--- config.mk ---
export PLATFORM = sky130hd
export DESIGN_NAME = riscv_main_decoder
export DESIGN_NICKNAME = d
export VERILOG_FILES = /design/src/rtl/riscv_main_decoder_pkg.sv /design/src/rtl/riscv_main_decoder_alu_op_decoder.sv /design/src/rtl/riscv_main_decoder.sv
export SDC_FILE = /design/constraint.sdc
export NUM_CORES = 1
export LEC_CHECK = 0
export CAP_MARGIN = 0
export CORE_ASPECT_RATIO = 1.25
export CORE_UTILIZATION = 35
export DETAILED_ROUTE_END_ITERATION = 7
export GPL_TIMING_DRIVEN = 0
export HOLD_SLACK_MARGIN = 0.05
export PLACE_DENSITY_LB_ADDON = 0.12
export REMOVE_ABC_BUFFERS = 1
export SYNTH_ARGS = -nofsm -noshare
export SYNTH_HDL_FRONTEND = slang
export SYNTH_SLANG_ARGS = --single-unit
--- constraint.sdc ---
create_clock -name clk -period 2 [get_ports clk]
set_input_delay 0.3 -clock clk [delete_from_list [all_inputs] [get_ports clk]]
set_output_delay 0.3 -clock clk [all_outputs]
set_load 0.03 [all_outputs]
--- src/rtl/riscv_main_decoder_pkg.sv ---
// Shared encodings for the RV32I main decoder: opcodes, ALU codes, operand/size/writeback
// selects, and the control bundle the decoder builds before driving its ports.
package riscv_main_decoder_pkg;

    localparam int ALU_CODE_WIDTH = 5;

    localparam logic [4:0] OPCODE_LOAD     = 5'b00000;
    localparam logic [4:0] OPCODE_MISC_MEM = 5'b00011;
    localparam logic [4:0] OPCODE_OP_IMM   = 5'b00100;
    localparam logic [4:0] OPCODE_AUIPC    = 5'b00101;
    localparam logic [4:0] OPCODE_STORE    = 5'b01000;
    localparam logic [4:0] OPCODE_OP       = 5'b01100;
    localparam logic [4:0] OPCODE_LUI      = 5'b01101;
    localparam logic [4:0] OPCODE_BRANCH   = 5'b11000;
    localparam logic [4:0] OPCODE_JALR     = 5'b11001;
    localparam logic [4:0] OPCODE_JAL      = 5'b11011;
    localparam logic [4:0] OPCODE_SYSTEM   = 5'b11100;

    localparam logic [1:0] OPCODE_TYPE_32BIT = 2'b11;

    localparam logic [6:0] FUNC7_BASE = 7'h00;
    localparam logic [6:0] FUNC7_ALT  = 7'h20;

    localparam logic [ALU_CODE_WIDTH-1:0] ALU_ADD  = 5'b00000;
    localparam logic [ALU_CODE_WIDTH-1:0] ALU_SLL  = 5'b00001;
    localparam logic [ALU_CODE_WIDTH-1:0] ALU_SLTS = 5'b00010;
    localparam logic [ALU_CODE_WIDTH-1:0] ALU_SLTU = 5'b00011;
    localparam logic [ALU_CODE_WIDTH-1:0] ALU_XOR  = 5'b00100;
    localparam logic [ALU_CODE_WIDTH-1:0] ALU_SRL  = 5'b00101;
    localparam logic [ALU_CODE_WIDTH-1:0] ALU_OR   = 5'b00110;
    localparam logic [ALU_CODE_WIDTH-1:0] ALU_AND  = 5'b00111;
    localparam logic [ALU_CODE_WIDTH-1:0] ALU_SUB  = 5'b01000;
    localparam logic [ALU_CODE_WIDTH-1:0] ALU_SRA  = 5'b01101;
    localparam logic [ALU_CODE_WIDTH-1:0] ALU_EQ   = 5'b11000;
    localparam logic [ALU_CODE_WIDTH-1:0] ALU_NE   = 5'b11001;
    localparam logic [ALU_CODE_WIDTH-1:0] ALU_LTS  = 5'b11100;
    localparam logic [ALU_CODE_WIDTH-1:0] ALU_GES  = 5'b11101;
    localparam logic [ALU_CODE_WIDTH-1:0] ALU_LTU  = 5'b11110;
    localparam logic [ALU_CODE_WIDTH-1:0] ALU_GEU  = 5'b11111;

    localparam logic [1:0] TYPE_A_RD1  = 2'd0;
    localparam logic [1:0] TYPE_A_PC   = 2'd1;
    localparam logic [1:0] TYPE_A_ZERO = 2'd2;

    localparam logic [2:0] TYPE_B_RD2     = 3'd0;
    localparam logic [2:0] TYPE_B_IMM_I   = 3'd1;
    localparam logic [2:0] TYPE_B_IMM_U   = 3'd2;
    localparam logic [2:0] TYPE_B_IMM_S   = 3'd3;
    localparam logic [2:0] TYPE_B_PC_INCR = 3'd4;

    localparam logic [2:0] DATA_SIZE_BYTE  = 3'd0;
    localparam logic [2:0] DATA_SIZE_HALF  = 3'd1;
    localparam logic [2:0] DATA_SIZE_WORD  = 3'd2;
    localparam logic [2:0] DATA_SIZE_UBYTE = 3'd4;
    localparam logic [2:0] DATA_SIZE_UHALF = 3'd5;

    localparam logic WRITEBACK_RESULT = 1'b0;
    localparam logic WRITEBACK_DATA   = 1'b1;

    typedef struct packed {
        logic [1:0]                operandA;
        logic [2:0]                operandB;
        logic [ALU_CODE_WIDTH-1:0] aluOp;
        logic                      memReq;
        logic                      memWe;
        logic [2:0]                memSize;
        logic                      rfWe;
        logic                      wbType;
        logic                      branch;
        logic                      jal;
        logic                      jalr;
    } ctrl_t;

    // The control word every instruction starts from, and the one illegal decodes collapse to.
    function automatic ctrl_t defaultCtrl();
        ctrl_t c;
        c.operandA = TYPE_A_RD1;
        c.operandB = TYPE_B_IMM_I;
        c.aluOp    = ALU_ADD;
        c.memReq   = 1'b0;
        c.memWe    = 1'b0;
        c.memSize  = DATA_SIZE_WORD;
        c.rfWe     = 1'b0;
        c.wbType   = WRITEBACK_RESULT;
        c.branch   = 1'b0;
        c.jal      = 1'b0;
        c.jalr     = 1'b0;
        return c;
    endfunction

endpackage

--- src/rtl/riscv_main_decoder_alu_op_decoder.sv ---
// Maps (opcode, func3, func7) to an ALU code and flags func3/func7 encodings that are
// reserved for the given opcode. Opcode validity itself is judged by the parent.
module alu_op_decoder
    import riscv_main_decoder_pkg::*;
(
    input  logic [4:0]                opcode,
    input  logic [2:0]                func3,
    input  logic [6:0]                func7,
    output logic [ALU_CODE_WIDTH-1:0] aluOp,
    output logic                      fieldIllegal
);

    always_comb begin
        // NOTE: both outputs are assigned before the case so no branch can infer a latch.
        aluOp        = ALU_ADD;
        fieldIllegal = 1'b0;
        case (opcode)
            OPCODE_OP_IMM: begin
                case (func3)
                    3'd0: aluOp = ALU_ADD;
                    3'd1: begin
                        aluOp        = ALU_SLL;
                        fieldIllegal = (func7 != FUNC7_BASE);
                    end
                    3'd2: aluOp = ALU_SLTS;
                    3'd3: aluOp = ALU_SLTU;
                    3'd4: aluOp = ALU_XOR;
                    3'd5: begin
                        if (func7 == FUNC7_BASE)     aluOp = ALU_SRL;
                        else if (func7 == FUNC7_ALT) aluOp = ALU_SRA;
                        else                         fieldIllegal = 1'b1;
                    end
                    3'd6: aluOp = ALU_OR;
                    3'd7: aluOp = ALU_AND;
                endcase
            end
            OPCODE_OP: begin
                if (func7 == FUNC7_BASE) begin
                    case (func3)
                        3'd0: aluOp = ALU_ADD;
                        3'd1: aluOp = ALU_SLL;
                        3'd2: aluOp = ALU_SLTS;
                        3'd3: aluOp = ALU_SLTU;
                        3'd4: aluOp = ALU_XOR;
                        3'd5: aluOp = ALU_SRL;
                        3'd6: aluOp = ALU_OR;
                        3'd7: aluOp = ALU_AND;
                    endcase
                end else if (func7 == FUNC7_ALT && func3 == 3'd0) begin
                    aluOp = ALU_SUB;
                end else if (func7 == FUNC7_ALT && func3 == 3'd5) begin
                    aluOp = ALU_SRA;
                end else begin
                    fieldIllegal = 1'b1;
                end
            end
            OPCODE_BRANCH: begin
                case (func3)
                    3'd0: aluOp = ALU_EQ;
                    3'd1: aluOp = ALU_NE;
                    3'd4: aluOp = ALU_LTS;
                    3'd5: aluOp = ALU_GES;
                    3'd6: aluOp = ALU_LTU;
                    3'd7: aluOp = ALU_GEU;
                    default: fieldIllegal = 1'b1;
                endcase
            end
            // Loads have no size encoding for func3 3, 6 or 7; stores only go up to a word.
            OPCODE_LOAD:  fieldIllegal = (func3 == 3'd3) || (func3 == 3'd6) || (func3 == 3'd7);
            OPCODE_STORE: fieldIllegal = (func3 > 3'd2);
            OPCODE_JALR:  fieldIllegal = (func3 != 3'd0);
            default: ;
        endcase
    end

endmodule

--- src/rtl/riscv_main_decoder.sv ---
// RV32I main decoder: combinational datapath controls from the opcode fields, plus a sticky
// flag recording that an illegal instruction has been decoded since the last reset.
module riscv_main_decoder
    import riscv_main_decoder_pkg::*;
#(
    parameter int ALU_OP_WIDTH = ALU_CODE_WIDTH
) (
    input  logic                    clk,
    input  logic                    rst_n,
    input  logic [1:0]              opcode_type,
    input  logic [4:0]              opcode,
    input  logic [2:0]              func3,
    input  logic [6:0]              func7,
    output logic [1:0]              operand_A_type,
    output logic [2:0]              operand_B_type,
    output logic [ALU_OP_WIDTH-1:0] alu_operation,
    output logic                    memory_require,
    output logic                    memory_write_enable,
    output logic [2:0]              memory_size,
    output logic                    reg_file_write_enable,
    output logic                    reg_file_write_data_type,
    output logic                    illegal_flag,
    output logic                    branch_flag,
    output logic                    jal_flag,
    output logic                    jalr_flag,
    output logic                    illegal_seen
);

    logic [ALU_CODE_WIDTH-1:0] fieldAluOp;
    logic                      fieldIllegal;
    logic                      opcodeKnown;
    logic                      isIllegal;
    ctrl_t                     ctrl;

    alu_op_decoder aluOpDecoder (
        .opcode       (opcode),
        .func3        (func3),
        .func7        (func7),
        .aluOp        (fieldAluOp),
        .fieldIllegal (fieldIllegal)
    );

    always_comb begin
        ctrl        = defaultCtrl();
        opcodeKnown = 1'b1;
        case (opcode)
            OPCODE_LOAD: begin
                ctrl.memReq  = 1'b1;
                ctrl.memSize = func3;
                ctrl.rfWe    = 1'b1;
                ctrl.wbType  = WRITEBACK_DATA;
            end
            OPCODE_STORE: begin
                ctrl.operandB = TYPE_B_IMM_S;
                ctrl.memReq   = 1'b1;
                ctrl.memWe    = 1'b1;
                ctrl.memSize  = func3;
            end
            OPCODE_OP_IMM: begin
                ctrl.aluOp = fieldAluOp;
                ctrl.rfWe  = 1'b1;
            end
            OPCODE_OP: begin
                ctrl.operandB = TYPE_B_RD2;
                ctrl.aluOp    = fieldAluOp;
                ctrl.rfWe     = 1'b1;
            end
            OPCODE_LUI: begin
                ctrl.operandA = TYPE_A_ZERO;
                ctrl.operandB = TYPE_B_IMM_U;
                ctrl.rfWe     = 1'b1;
            end
            OPCODE_AUIPC: begin
                ctrl.operandA = TYPE_A_PC;
                ctrl.operandB = TYPE_B_IMM_U;
                ctrl.rfWe     = 1'b1;
            end
            OPCODE_BRANCH: begin
                ctrl.operandB = TYPE_B_RD2;
                ctrl.aluOp    = fieldAluOp;
                ctrl.branch   = 1'b1;
            end
            OPCODE_JAL: begin
                ctrl.operandA = TYPE_A_PC;
                ctrl.operandB = TYPE_B_PC_INCR;
                ctrl.rfWe     = 1'b1;
                ctrl.jal      = 1'b1;
            end
            OPCODE_JALR: begin
                ctrl.operandA = TYPE_A_PC;
                ctrl.operandB = TYPE_B_PC_INCR;
                ctrl.rfWe     = 1'b1;
                ctrl.jalr     = 1'b1;
            end
            OPCODE_MISC_MEM, OPCODE_SYSTEM: ;
            default: opcodeKnown = 1'b0;
        endcase

        isIllegal = (opcode_type != OPCODE_TYPE_32BIT) || !opcodeKnown || fieldIllegal;
        // An illegal instruction must not touch architectural state, so it gets a clean control word.
        if (isIllegal) begin
            ctrl = defaultCtrl();
        end
    end

    assign operand_A_type           = ctrl.operandA;
    assign operand_B_type           = ctrl.operandB;
    assign alu_operation            = ALU_OP_WIDTH'(ctrl.aluOp);
    assign memory_require           = ctrl.memReq;
    assign memory_write_enable      = ctrl.memWe;
    assign memory_size              = ctrl.memSize;
    assign reg_file_write_enable    = ctrl.rfWe;
    assign reg_file_write_data_type = ctrl.wbType;
    assign branch_flag              = ctrl.branch;
    assign jal_flag                 = ctrl.jal;
    assign jalr_flag                = ctrl.jalr;
    assign illegal_flag             = isIllegal;

    always_ff @(posedge clk or negedge rst_n) begin
        // NOTE: non-blocking assignment so this behaves as a flop whatever order blocks evaluate in.
        if (!rst_n) begin
            illegal_seen <= 1'b0;
        end else if (isIllegal) begin
            illegal_seen <= 1'b1;
        end
    end

endmodule

==> results of run 1 <==
[per-stage QoR]
stage               instances  TNS (ns)  area, sq um  hold slack [ns]  util, %
floorplan                 101     -4.89          724          0.00441        -
global placement          161    -30.35         1150            0.449     56.7
detailed placement        161    -30.70         1150            0.453     56.7
CTS                       174     -4.57         1320            0.453     65.1
global route              179     -5.73         1430            0.464     70.4
finish                    179     -4.37         1430            0.451     70.4
[power groups by stage]
stage               Sequential (mW)  Clock [mW]  Combinational, mW
floorplan                    0.0206           0             0.0848
global placement             0.0206           0              0.169
detailed placement           0.0206           0              0.172
CTS                          0.0206           0              0.205
global route                 0.0206           0              0.247
finish                       0.0206           0              0.232
[kinds of logic after synthesis]
group / Yosys count / share of synthesized area [%]
AND/OR/NAND/NOR: 70 / 61.0
AO/OA/AOI/OAI: 25 / 26.0
buffers and inverters: 12 / 7.47
XOR/XNOR: 2 / 2.27
flip-flops: 1 / 3.25
[final timing paths]
kind	to	slack, ns	depth (start not counted)
setup / recovery	memory_size[2]	-0.28	7
hold / removal	illegal_seen	0.45	1
setup reg to reg	illegal_seen	1.37	1
hold reg to reg	illegal_seen	0.46	1
max in group asynchronous	illegal_seen	1.45	1
min in group clk	illegal_seen	0.46	1
[placed cells by master, fill, tap and decap left out, types with 2 or more instances in the layout]
cell and n:
a21oi_1 4, and2_1 3, and2_4 2, and3_1 3, and3_4 2, buf_12 3
buf_2 5, buf_4 24, buf_6 17, clkdlybuf4s50_1 6, inv_1 3, nand2_1 11
nand2_2 2, nand2b_1 4, nand3_1 2, nand3b_1 2, nor2_1 8, nor2_4 3
nor2b_1 3, nor3_1 2, nor3_2 2, nor3_4 4, nor3b_2 2, nor4_1 2
nor4bb_4 2, o211ai_1 2, o21ai_0 7, or4_4 2
[cell type report]
cell class / instances / area [sq um] / area share [%]
multi-input cells: 97 / 815 / 57.1
inverters: 3 / 11.3 / 0.789
repair buffers: 58 / 551 / 38.6
well taps: 20 / 25.0 / 1.75
flip-flops and latches: 1 / 25.0 / 1.75
[what timing repair did]
item,CTS,global route
pin swaps,19,5
gates resized for setup,209,31
buffers inserted,13,5
endpoints found under the setup margin,22,22
gates cloned,0,0
[routing by layer]
layer | share of wire, % | global-route usage (%)
met4 | 0.95 | 2.02
met3 | 5.6 | 0
met1 | 39 | 27.3
met2 | 55 | 42.0
met5 | 0 | 0
==> results.txt, run 1 <==
* Post-layout total power: 253 uW
- Entering global routing, the biggest net connects 17 pins.
- Worst-path fanout max: 8
- Number of antenna violations at the first check in global routing: 0
* Final hold violation count: 0
- The analysis attributes to net switching a power of 123 uW.
* Commonest cells in the synthesized netlist: nand2_1, nor2_1, o21ai_0, nor3_1
- Worst vdd ir: 0.133 mV
* Data arrival at the endpoint of the critical path: 1.98 ns
- Critical-path top delay cell: or4_4
- Net switching is 48.7% of the power.
- Kind of launch point of the worst setup path: primary input
* Primary FF master, synth: dfrtp_1
- After synthesis the netlist holds a flip-flop and latch count of 1.
* Detailed Place HPWL: 1650 microns
- Per report_power, the sequential group accounts for 8.2% of the total.
- For this design the ratio of total power to cell area is 177 mW/mm^2.
- The largest registers in the layout are illegal_seen x1.
- Unrepaired setup endpoints after global routing: yes
* Insertion delay to the later sink of the worst-skew pair: 0 ns
- Cell Rows: 18
- After filler insertion, the fill cell instance count of the layout stands at 173.
* Area of the placeable core: 0.00203 sq mm
- Ordered list of cells on the worst path: buf_12, or4_4, or3_4, o211ai_4, nor2_4, and3_1, buf_6
* Yosys top cell area share: 6.49%
- In this design, the stage delay of the slowest critical-path cell is 0.53 ns.
* Final wirelength: 2750 microns
- Number of global-route vias before repair: 891
- Setup violation total in the final timing report: 21
* Minimum period implied by the final worst setup slack: 2.28 ns
- After detailed routing, the number of vias per cell comes to 5.96.
* Most common cell in the netlist: nand2_1
- The Yosys step of the flow raised 0 warnings.
* Total global routing overflow: 0
- At the end of the flow, the number of nets in the layout was 180.
* Class of the tightest hold or removal check: in -> async
* Layout cell share with drive strength beyond 1: 50.9%
- Worst path required time: 1.70 ns
* Synthesized area divided by synthesized cell count: 7.01 sq um
- Summed over all cells, the static leakage comes to 0.589 nW.
- The count of nets left with antenna violations once routing finished came out at 0.
- The final reports fail on design-rule violations, negative setup slack.
- Timing would allow up to 0.438 GHz.
- Number of flip-flops in the largest register: 1
- Number of flops mapped to enable cells by yosys: 0
- Final period utilization: 114%
- 1st-iter DRT viols: 27
* Mapped Cells: 110
- The count of pins over their slew limit was 0.
- STA classifies the critical path endpoint as a primary output.
* Clock power share: 0%
- Max cap viols: 0
- Timing analysis after detailed placement gives a worst setup slack of -1.49 ns.
- Final weighted congestion in routability-driven placement: 0.804
* Main area contributors after synthesis: nor4bb_4, nand2_1, nor2_1, o21ai_0, and2_1
- Top delay family on crit path: simple AND/OR/NAND/NOR gates
- The biggest area contributor in the post-synthesis netlist is nor4bb_4.
- By startpoint and endpoint, the worst setup path is classified as in -> out.
* Vertical extent of the die: 54.5 microns
* Hold buffer count at CTS: 0
- Least-Margin Pin Slew: 0.493 ns
- In this run the worst setup path begins at opcode[2].
* Logic pwr share: 91.8%
- Across the routed clock network, the largest skew measured is 0 ns.
* Count of buffering cells on the critical path with inverters included: 2
- Cell internal power was estimated by the tool at 130 uW.
* Synthesis-to-layout area growth: 85.1%
- The worst pin sits at a relative slew slack of 66.7%.
- After synthesis the cells add up to 771 sq um.
* Total routing usage reported by global routing: 21.5%
- Summing over every cut layer, the via total after detailed routing is 1067.
- Clock slew at reported path FFs: 0 ns
* Starting utilization of the core area: 38.0%
- Count of boundary I/O pins: 41
- For this run, design rule violations remaining after detail routing come to 1.
* Total die area: 0.00239 sq mm
* Async set-or-reset flop fraction in the synthesized netlist: 100%
* PnR worst setup slack: -0.282 ns
- The run finished, with violations left.
- Wire length of the first global-routing pass: 4000 microns
- Cell variety after synth: 42
- The startpoint identified for the worst register-to-register timing path is illegal_seen.
* Port Buffers: 40
- Die Span X: 44.0 microns
* Wire length per cell: 15.3 microns
- The first detailed-routing pass ran for 8 iterations.
* Count of antenna diodes in the layout: 0
* Portion of the post-synthesis area used by sequential elements: 3.25%
* Biggest register: illegal_seen
No activity file was read; power rests on OpenSTA's default activity.
==> run 2, diff against run 1 <==
--- a/config.mk
+++ b/config.mk
@@ -9,2 +9,3 @@
 export CORE_ASPECT_RATIO = 1.25
+export CORE_MARGIN = 5
 export CORE_UTILIZATION = 35
--- a/constraint.sdc
+++ b/constraint.sdc
@@ -3,2 +3,2 @@
 set_output_delay 0.3 -clock clk [all_outputs]
-set_load 0.03 [all_outputs]
+set_load 0.05 [all_outputs]
==> results.txt, run 2 (same netlist as run 1, synthesis figures left out) <==
* Worst relative slew slack: 64.7% (was 66.7%)
- Least-Margin Pin Slew: 0.523 ns (was 0.493 ns)
* Area of the placeable core: 0.00216 sq mm (was 0.00203 sq mm)
* Number of antenna violations at the first check in global routing: 0 (unchanged)
* Registers with the most flip-flops: illegal_seen x1 (unchanged)
* Total non-filler cell area in the finished layout: 0.00154 sq mm (was 0.00143 sq mm)
* Die Span X: 52.0 microns (was 44.0 microns)
- Final period utilization: 115% (was 114%)
- The number of vias per cell after detailed routing came to 5.37 (was 5.96).
- Worst vdd ir: 0.133 mV (about the same)
- The least setup slack across all paths after layout was -0.305 ns (was -0.282 ns).
- Minimum period implied by the final worst setup slack: 2.30 ns (was 2.28 ns)
- Unrepaired setup endpoints after global routing: yes (unchanged)
- The synthesis-to-finish area growth is 99.8% (was 85.1%).
- Worst path required time: 1.70 ns (about the same)
- The power density relative to cell area is 180 mW/mm^2 (was 177 mW/mm^2).
* Endpoint kind of the worst setup timing path: primary output (unchanged)
* Starting utilization of the core area: 35.6% (was 38.0%)
* Wire length of the first global-routing pass: 4580 microns (was 4000 microns)
* Data arrival at the endpoint of the critical path: 2.00 ns (was 1.98 ns)
- Final weighted congestion in routability-driven placement: 0.811 (was 0.804)
- The total placed instance area came to 0.00116 sq mm (was 0.00115 sq mm).
- The total wire length after detailed routing is 2850 microns (was 2750 microns).
* Number of flip-flops in the largest register: 1 (unchanged)
- The reported max-cap violation count was 0 (unchanged).
- Class of the tightest hold or removal check: in -> async (unchanged)
- The per-cell routed wire length is 14.7 microns (was 15.3 microns).
* Cell Rows: 19 (was 18)
* Setup violation total in the final timing report: 22 (was 21)
* Largest net degree at the start of global routing: 19 (was 17)
- The met3 wirelength from detailed routing came to 146 microns (was 154 microns).
* Top library cells by usage in the layout, fill and taps aside: buf_6, buf_4, nand2_1, buf_8 (was buf_4, buf_6, nand2_1, nor2_1, o21ai_0)
* Total die area: 0.00325 sq mm (was 0.00239 sq mm)
- Total routing usage reported by global routing: 17.2% (was 21.5%)
- Most common cell after layout, fill and taps aside: buf_6 (was buf_4)
- The classification of the worst setup path is in -> out (unchanged).
- The register ranked first by flip-flop count was illegal_seen (unchanged).
* Post-layout net count: 184 (was 180)
- The final HPWL from detailed placement was 1750 microns (was 1650 microns).
- Register area: 25.0 sq um (unchanged)
* Static Leakage: 0.624 nW (was 0.589 nW)
- The total iterations of the first detailed-routing run came to 4 (was 8).
* # DRC: 0 (was 1)
- The wire length on met2 came to 1460 microns (was 1500 microns).
* Count of boundary I/O pins: 41 (unchanged)
- The via count of the first global-routing pass was 1014 (was 891).
- The antenna diode count is 0 (unchanged).
- Clock slew at reported path FFs: 0 ns (about the same)
- Vertical extent of the die: 62.5 microns (was 54.5 microns)
- The routed metal-1 wire length came to 1180 microns (was 1070 microns).
- The maximum clock skew at final layout was 0 ns (unchanged).
* Failing checks: negative setup slack (was design-rule violations, negative setup slack)
- Total global routing overflow: 0 (unchanged)
- Number of placed instances with taps included: 172 (was 161)
* Worst-path fanout max: 7 (was 8)
- Topmost layer with routed signal wires: met4 (unchanged)
- Number of routed nets with antenna violations: 0 (unchanged)
* Maximum clock frequency: 0.434 GHz (was 0.438 GHz)
- Final instance count without filler cells: 194 (was 179)
- The fill cell total of the finished layout is 170 (was 173).
* Hold buffer count at CTS: 0 (unchanged)
- The number of hold violations in the final report came to 0 (unchanged).
- Multi-input gate area in the final layout: 816 sq um (was 815 sq um)
* Via count of the routed design: 1042 (was 1067)
* Insertion delay to the later sink of the worst-skew pair: 0 ns (about the same)
* 1st-iter DRT viols: 13 (was 27)
- The sort of element at the start of the critical path was a primary input (unchanged).
- Port Buffers: 40 (unchanged)
- Status: finished, violations left (unchanged)
- Layout cell share with drive strength beyond 1: 53.4% (was 50.9%)
- Minimum hold slack: 0.452 ns (was 0.451 ns)
* Count of final max-slew check failures: 0 (unchanged)
-- run 2: changes by cell type in the layout (fill, tap and decap cells not counted), moves of 3 or more --
cell / previous run / this run
buf_8: 0 / 8
buf_2: 5 / 2
buf_6: 17 / 23
buf_4: 24 / 15
-- run 2: timing repair --
action                     4_1_cts  5_1_grt
gates resized for setup        230       27
pin swaps                       13       11
buffers inserted                15        8
setup endpoints to repair       22       22
-- run 2: through the flow --
step | util (%) | total power, mW | setup TNS, ns | setup slack [ns]
after floorplan | - | 0.115 | -10.30 | -1.37
after global placement | 53.8 | 0.200 | -31.93 | -1.56
after detailed placement | 53.8 | 0.202 | -32.54 | -1.59
after CTS | 65.5 | 0.247 | -5.01 | -0.358
after global routing | 71.2 | 0.295 | -6.63 | -0.390
final | 71.2 | 0.277 | -5.06 | -0.305
-- run 2: path summary, 6_finish.rpt --
path | from | slack (ns) | cells past startpoint | endpoint
min reg2reg | illegal_seen | 0.45 | 1 | illegal_seen
min in group clk | illegal_seen | 0.45 | 1 | illegal_seen
max | opcode[0] | -0.30 | 9 | operand_A_type[1]
min | rst_n | 0.45 | 1 | illegal_seen
max in group asynchronous | rst_n | 1.45 | 1 | illegal_seen
max reg2reg | illegal_seen | 1.38 | 1 | illegal_seen
-- run 2: metal layers --
layer  global-route usage [%]  vias to the layer above
met5                        0                        -
met1                     21.6                      478
li1                         -                      517
met2                     31.1                       39
met4                     2.95                        0
met3                     1.19                        8
-- run 2: layout make-up --
type / count / share of cell area, %
sequential: 1 / 1.62
tap: 31 / 2.52
timing repair buffer: 62 / 42.2
multi-input combinational: 97 / 53.0
inverter: 3 / 0.731
-- run 2: power by group --
group | switching [mW] | internal (mW) | leakage (nW) | total, mW
combinational | 0.135 | 0.121 | 0.615 | 0.257
clock | 0 | 0 | 0 | 0
sequential | 0 | 0.0206 | 0.00875 | 0.0206
total | 0.135 | 0.142 | 0.624 | 0.277
-- run 2: critical path: stages --
cell	delay, ns
buf_12	0.10
buf_8	0.13
nor4b_4	0.27
nand3b_1	0.15
o32ai_4	0.47
nand2b_4	0.28
buf_6	0.12
nor3_4	0.03
buf_6	0.15
